<file path="config.mk">
export PLATFORM = sky130hd
export DESIGN_NAME = spi_reg_ctrl
export DESIGN_NICKNAME = d
export VERILOG_FILES = /design/src/rtl/spi_ctrl_pkg.sv /design/src/rtl/spi_reg_ctrl.sv
export SDC_FILE = /design/constraint.sdc
export NUM_CORES = 1
export LEC_CHECK = 0
export ABC_AREA = 1
export CAP_MARGIN = 0
export CORE_MARGIN = 2
export CORE_UTILIZATION = 45
export DETAILED_ROUTE_END_ITERATION = 6
export GPL_ROUTABILITY_DRIVEN = 0
export MAX_ROUTING_LAYER = met4
export PLACE_DENSITY_LB_ADDON = 0.2
export SYNTH_ARGS = -nofsm -noshare
export SYNTH_HDL_FRONTEND = slang
export SYNTH_SLANG_ARGS = --single-unit
</file>
<file path="constraint.sdc">
create_clock -name clk -period 3.1 [get_ports clk]
set_input_delay 0.775 -clock clk [delete_from_list [all_inputs] [get_ports clk]]
set_output_delay 0.775 -clock clk [all_outputs]
set_load 0.005 [all_outputs]
</file>
<file path="src/rtl/spi_ctrl_pkg.sv">
// Shared types and constants for the SPI register controller.
// Imported by spi_reg_ctrl.
package spi_ctrl_pkg;

    typedef enum logic [2:0] {
        IDLE,
        CMD,
        FETCH,
        READ,
        WDATA
    } state_e;

    localparam int CMD_RW_BIT = 7;
    localparam int ADDR_W     = 7;

endpackage

</file>
<file path="src/rtl/spi_reg_ctrl.sv">
// Command/register controller behind the SPI slave: parses command
// and data bytes, drives the register bus, feeds the transmit byte.
module spi_reg_ctrl
    import spi_ctrl_pkg::*;
#(
    parameter logic [6:0] STATUS_ID = 7'h5A,
    parameter logic [6:0] RO_BASE   = 7'h60
) (
    input  logic              clk,
    input  logic              rst,
    input  logic              spi_tsx_start,
    input  logic [7:0]        spi_data_out,
    input  logic              spi_data_stb,
    output logic [7:0]        spi_data_in,
    output logic [ADDR_W-1:0] reg_addr,
    output logic [7:0]        reg_wdata,
    output logic              reg_we,
    output logic              reg_re,
    input  logic [7:0]        reg_rdata,
    input  logic              err_clr,
    output logic              wr_err,
    output logic [7:0]        last_cmd
);

    state_e            state_q, state_d;
    logic [ADDR_W-1:0] addr_q, addr_d;
    logic [7:0]        spi_din_q, spi_din_d;
    logic [7:0]        last_cmd_q, last_cmd_d;
    logic [ADDR_W-1:0] reg_addr_q, reg_addr_d;
    logic [7:0]        reg_wdata_q, reg_wdata_d;
    logic              wr_err_q, wr_err_d;
    logic              we_d, re_d, err_set;

    // Next-state, bus strobes and transmit byte; strobes are issued in
    // the stb cycle so read data lands one cycle later, during FETCH.
    always_comb begin
        state_d     = state_q;
        addr_d      = addr_q;
        spi_din_d   = spi_din_q;
        last_cmd_d  = last_cmd_q;
        reg_addr_d  = reg_addr_q;
        reg_wdata_d = reg_wdata_q;
        we_d        = 1'b0;
        re_d        = 1'b0;
        err_set     = 1'b0;
        if (spi_tsx_start) begin
            state_d   = CMD;
            spi_din_d = {wr_err_q, STATUS_ID};
        end else begin
            unique case (state_q)
                IDLE: begin
                    state_d = IDLE;
                end
                CMD: begin
                    if (spi_data_stb) begin
                        last_cmd_d = spi_data_out;
                        addr_d     = spi_data_out[ADDR_W-1:0];
                        if (spi_data_out[CMD_RW_BIT]) begin
                            re_d       = 1'b1;
                            reg_addr_d = spi_data_out[ADDR_W-1:0];
                            state_d    = FETCH;
                        end else begin
                            state_d = WDATA;
                        end
                    end
                end
                FETCH: begin
                    spi_din_d = reg_rdata;
                    addr_d    = addr_q + 7'd1;
                    state_d   = READ;
                end
                READ: begin
                    if (spi_data_stb) begin
                        re_d       = 1'b1;
                        reg_addr_d = addr_q;
                        state_d    = FETCH;
                    end
                end
                WDATA: begin
                    if (spi_data_stb) begin
                        if (addr_q < RO_BASE) begin
                            we_d        = 1'b1;
                            reg_addr_d  = addr_q;
                            reg_wdata_d = spi_data_out;
                        end else begin
                            err_set = 1'b1;
                        end
                        addr_d = addr_q + 7'd1;
                    end
                end
                default: begin
                    state_d = IDLE;
                end
            endcase
        end
        if (err_set) begin
            wr_err_d = 1'b1;
        end else if (err_clr) begin
            wr_err_d = 1'b0;
        end else begin
            wr_err_d = wr_err_q;
        end
    end

    // State and output registers with synchronous reset.
    always_ff @(posedge clk) begin
        if (rst) begin
            state_q     <= IDLE;
            addr_q      <= '0;
            spi_din_q   <= {1'b0, STATUS_ID};
            last_cmd_q  <= '0;
            reg_addr_q  <= '0;
            reg_wdata_q <= '0;
            wr_err_q    <= 1'b0;
        end else begin
            state_q     <= state_d;
            addr_q      <= addr_d;
            spi_din_q   <= spi_din_d;
            last_cmd_q  <= last_cmd_d;
            reg_addr_q  <= reg_addr_d;
            reg_wdata_q <= reg_wdata_d;
            wr_err_q    <= wr_err_d;
        end
    end

    // Bus signals are live in the stb cycle and hold their last value
    // otherwise; reset forces them quiet.
    always_comb begin
        reg_we    = we_d & ~rst;
        reg_re    = re_d & ~rst;
        reg_addr  = rst ? '0 : reg_addr_d;
        reg_wdata = rst ? '0 : reg_wdata_d;
    end

    assign spi_data_in = spi_din_q;
    assign wr_err      = wr_err_q;
    assign last_cmd    = last_cmd_q;

endmodule
</file>
==> results of run 1 <==
-- power groups by stage --
stage	clock [mW]	sequential (mW)	combinational, mW
2_1_floorplan	0	0.585	0.0988
3_3_place_gp	0	0.589	0.184
3_5_place_dp	0	0.589	0.186
4_1_cts	0.372	0.577	0.192
5_1_grt	0.398	0.581	0.221
6_report	0.362	0.577	0.200
-- critical path, stage by stage --
cell and delay [ns]:
clkdlybuf4s50_1 0.45, inv_2 0.10, buf_6 0.15, buf_4 0.12, o21ai_2 0.05, a21oi_2 0.11, clkdlybuf4s50_1 0.51
-- flip-flops by register name, summed over array words and instances (netlist names) --
| signal | count |
|---|---|
| wr_err | 1 |
| state_q | 3 |
| reg_addr_q | 7 |
| spi_data_in | 8 |
| last_cmd | 8 |
| reg_wdata_q | 8 |
| addr_q | 7 |
-- cell usage in the layout, fill, tap and decap left out, types with 2 or more instances in the layout --
cell type,netlist,layout
o21bai_1,2,2
inv_2,5,7
buf_4,4,24
inv_1,28,25
nor2_4,4,5
a21oi_1,28,28
dfxtp_1,42,42
nand4_1,2,2
clkbuf_2,1,2
nand2_4,3,4
clkbuf_8,0,5
nor2_1,32,32
o21ai_2,2,2
nand2_1,57,56
clkdlybuf4s50_1,0,43
dlymetal6s2s_1,0,8
nand3_1,17,17
nand2_2,2,3
clkinvlp_4,0,2
o21ai_0,50,49
o211ai_1,5,5
a21oi_2,3,3
o21ai_1,1,2
nand3_4,2,2
-- cell families (layout without fill, tap and decap cells) --
group | after synthesis | in the layout
xor gates and xnor gates | 1 | 1
DFF | 42 | 42
and+or+nand+nor | 123 | 125
adders and majority gates | 1 | 1
AOI/OAI and AO/OA | 96 | 96
buffers and inverters | 44 | 123
-- area by class of cell --
class | instances | area (um2)
multi-input combinational | 223 | 1180
inverter | 34 | 139
clock buffer | 6 | 72.6
clock inverter | 2 | 13.8
tap | 67 | 83.8
sequential | 42 | 841
timing repair inverter | 1 | 7.51
fill | 415 | 1630
timing repair buffer | 80 | 752
-- how the worst min path moves through the flow --
stage,startpoint,endpoint,slack (ns),cells past startpoint
final,spi_data_in[5]$_SDFFE_PP0P_,spi_data_in[5]$_SDFFE_PP0P_,0.47,2
after global routing,spi_data_in[0]$_SDFFE_PP0P_,spi_data_in[0]$_SDFFE_PP0P_,0.49,2
after CTS,spi_data_in[0]$_SDFFE_PP0P_,spi_data_in[0]$_SDFFE_PP0P_,0.47,2
after floorplan,spi_data_in[0]$_SDFFE_PP0P_,spi_data_in[0]$_SDFFE_PP0P_,0.46,2
after detailed placement,spi_data_in[5]$_SDFFE_PP0P_,spi_data_in[5]$_SDFFE_PP0P_,0.46,2
after global placement,spi_data_in[5]$_SDFFE_PP0P_,spi_data_in[5]$_SDFFE_PP0P_,0.45,2
-- metal layers --
| metal | global-route usage, % | up-vias | part of all wire [%] |
|---|---|---|---|
| li1 | - | 1180 | - |
| met1 | 30.9 | 1075 | 46 |
| met2 | 37.3 | 81 | 46 |
| met3 | 6.64 | 10 | 6.7 |
| met4 | 9.29 | 0 | 1.4 |
| met5 | - | - | 0 |
-- what timing repair did --
item | in CTS | in global routing
gates resized for setup | 10 | 20
cloned | 3 | 0
endpoints found under the setup margin | 17 | 15
pin swaps | 3 | 4
hold endpoints to repair | 0 | 0
setup buffers | 0 | 5
-- synth_stat cells, drive strengths merged, types with 2 or more instances --
cell,instances
buf,7
inv,34
o21ai,53
clkbuf,3
nor2,38
nand4,2
dfxtp,42
a21oi,32
nand3,19
nand2,62
o211ai,5
o21bai,2
-- through the flow --
stage / instances / TNS (ns) / hold slack (ns) / cell area, um2 / power [mW]
after floorplan: 307 / 0 / 0.460 / 2200 / 0.684
after global placement: 439 / -3.45 / 0.452 / 2910 / 0.773
after detailed placement: 439 / -3.84 / 0.458 / 2910 / 0.775
after CTS: 450 / -0.0314 / 0.472 / 3040 / 1.14
after global routing: 455 / -0.0236 / 0.491 / 3090 / 1.20
final: 455 / 0 / 0.468 / 3090 / 1.14
==> out/metrics.cfg, run 1 <==
[routing]
route.detailed.drc=0
viasPerCell=5.16
drt_iter0_markers=148
first_pass_iters=5
routed_wl_um=6220
drtAntennaViolNets=0
num_vias=2346
wl_per_cell_um=13.7

[clock_tree]
clk-insertion-delay-late_ns=0.30
holdBufCountCts=0
cts_root_buffer=clkbuf_8
cts.sinks=42
cts_buffers=5
path_clk_slew_ns=0.09
cts_tree=yes
cts_buffer_depth=2
h-tree-depth=2

[floorplanning]
start_util_pct=46.6
die_area_um2=5470
core_um2=4720
rows=25
die_h_um=73.9
die_w_um=73.9
num_io_pins=55

[synth]
postSynthAreaPerCell_um2=7.17
synth.mux.area_fraction_pct=0
netlist_area_um2=2200
yosysSeqAreaShare_pct=38.2
post_synth_and_or_nand_nor_area_fraction_pct=27.1
synthFlopType=dfxtp_1
synth_compound_area_share_pct=24.4
async_flop_share_pct=0
post-synth-top-area-cell=dfxtp_1
synthTopCellsByArea=dfxtp_1, o21ai_0, nand2_1
synth-xor-area-share_pct=0.398
synth-edff-count=0
synth.top_cell.area_share_pct=38.2
ys_types=36
ys_ff_latch=42
synth_fa_ha_area_share_pct=0.569
synth_cells=307
synth_top_family_by_area=simple AND/OR/NAND/NOR gates
syn_nets=329
ys_warn_count=0

[power]
comb_power_share_pct=17.5
power.share.clock_pct=31.8
power.density_nw_per_um2=368
p_leak_nw=1.42
power.switching_mw=0.327
p_int_mw=0.812
vdd_drop_max_v=0.000248
pwr-share-seq_pct=50.7
swShare_pct=28.7

[grt]
first_global_vias=2097
grt_max_degree=17
grt_antenna_before_repair=0
grt.total_usage_pct=24.4
grt_overflow=0
grt_pass1_wl_um=9930

[timing]
hold_viol=0
rsz0062_at_grt=true
fin_ws_ns=0.0567
setup-violations-final=0
max-slew-margin-rel_pct=74.1
slew_viol_final=0
fin_skew_ns=0.00775
fin_crit_sh_pct=98.2
fmax_ghz=0.329
tightest_slew_ns=0.387
fin_crit_ns=3.04

[flow_run]
maxCapViolCount=0

[critical_path]
reg2reg_slack_ns=1.56
worstSetupStartpoint=rst
cp_max_fo=14
critPathLaunchType=primary input
arrival_ns=2.27
crit_required_ns=2.32
worstReg2RegStart=state_q[0]$_SDFFE_PP0P_
endpoint_kind=output port
endpoint=reg_wdata[6]
worst-setup-path-type=primary input to output port
r2r_cells=7
r2r-end=addr_q[5]$_SDFFE_PP0P_

[run_status]
outcome=complete, no violations

[finish]
nNetsFinal=409
antennaDiodeCount=0
final_util_pct=65.5
area_growth_pct=40.6
layout-drive-gt1-share_pct=18.0

[place]
portBuffers=54
pre_cts_ws_ns=-0.313
place_hpwl_um=4370

[min_path]
hold_path.class=flop to flop

No activity file was read; power rests on OpenSTA's default activity.
==> inputs of run 2 (changes only) <==
--- a/config.mk
+++ b/config.mk
@@ -9,6 +9,7 @@
 export CAP_MARGIN = 0
 export CORE_MARGIN = 2
 export CORE_UTILIZATION = 45
+export CTS_CLUSTER_DIAMETER = 50
 export DETAILED_ROUTE_END_ITERATION = 6
 export GPL_ROUTABILITY_DRIVEN = 0
 export MAX_ROUTING_LAYER = met4
==> results of run 2 <==
The final DEF is identical to that of run 1; final timing and power are the same.
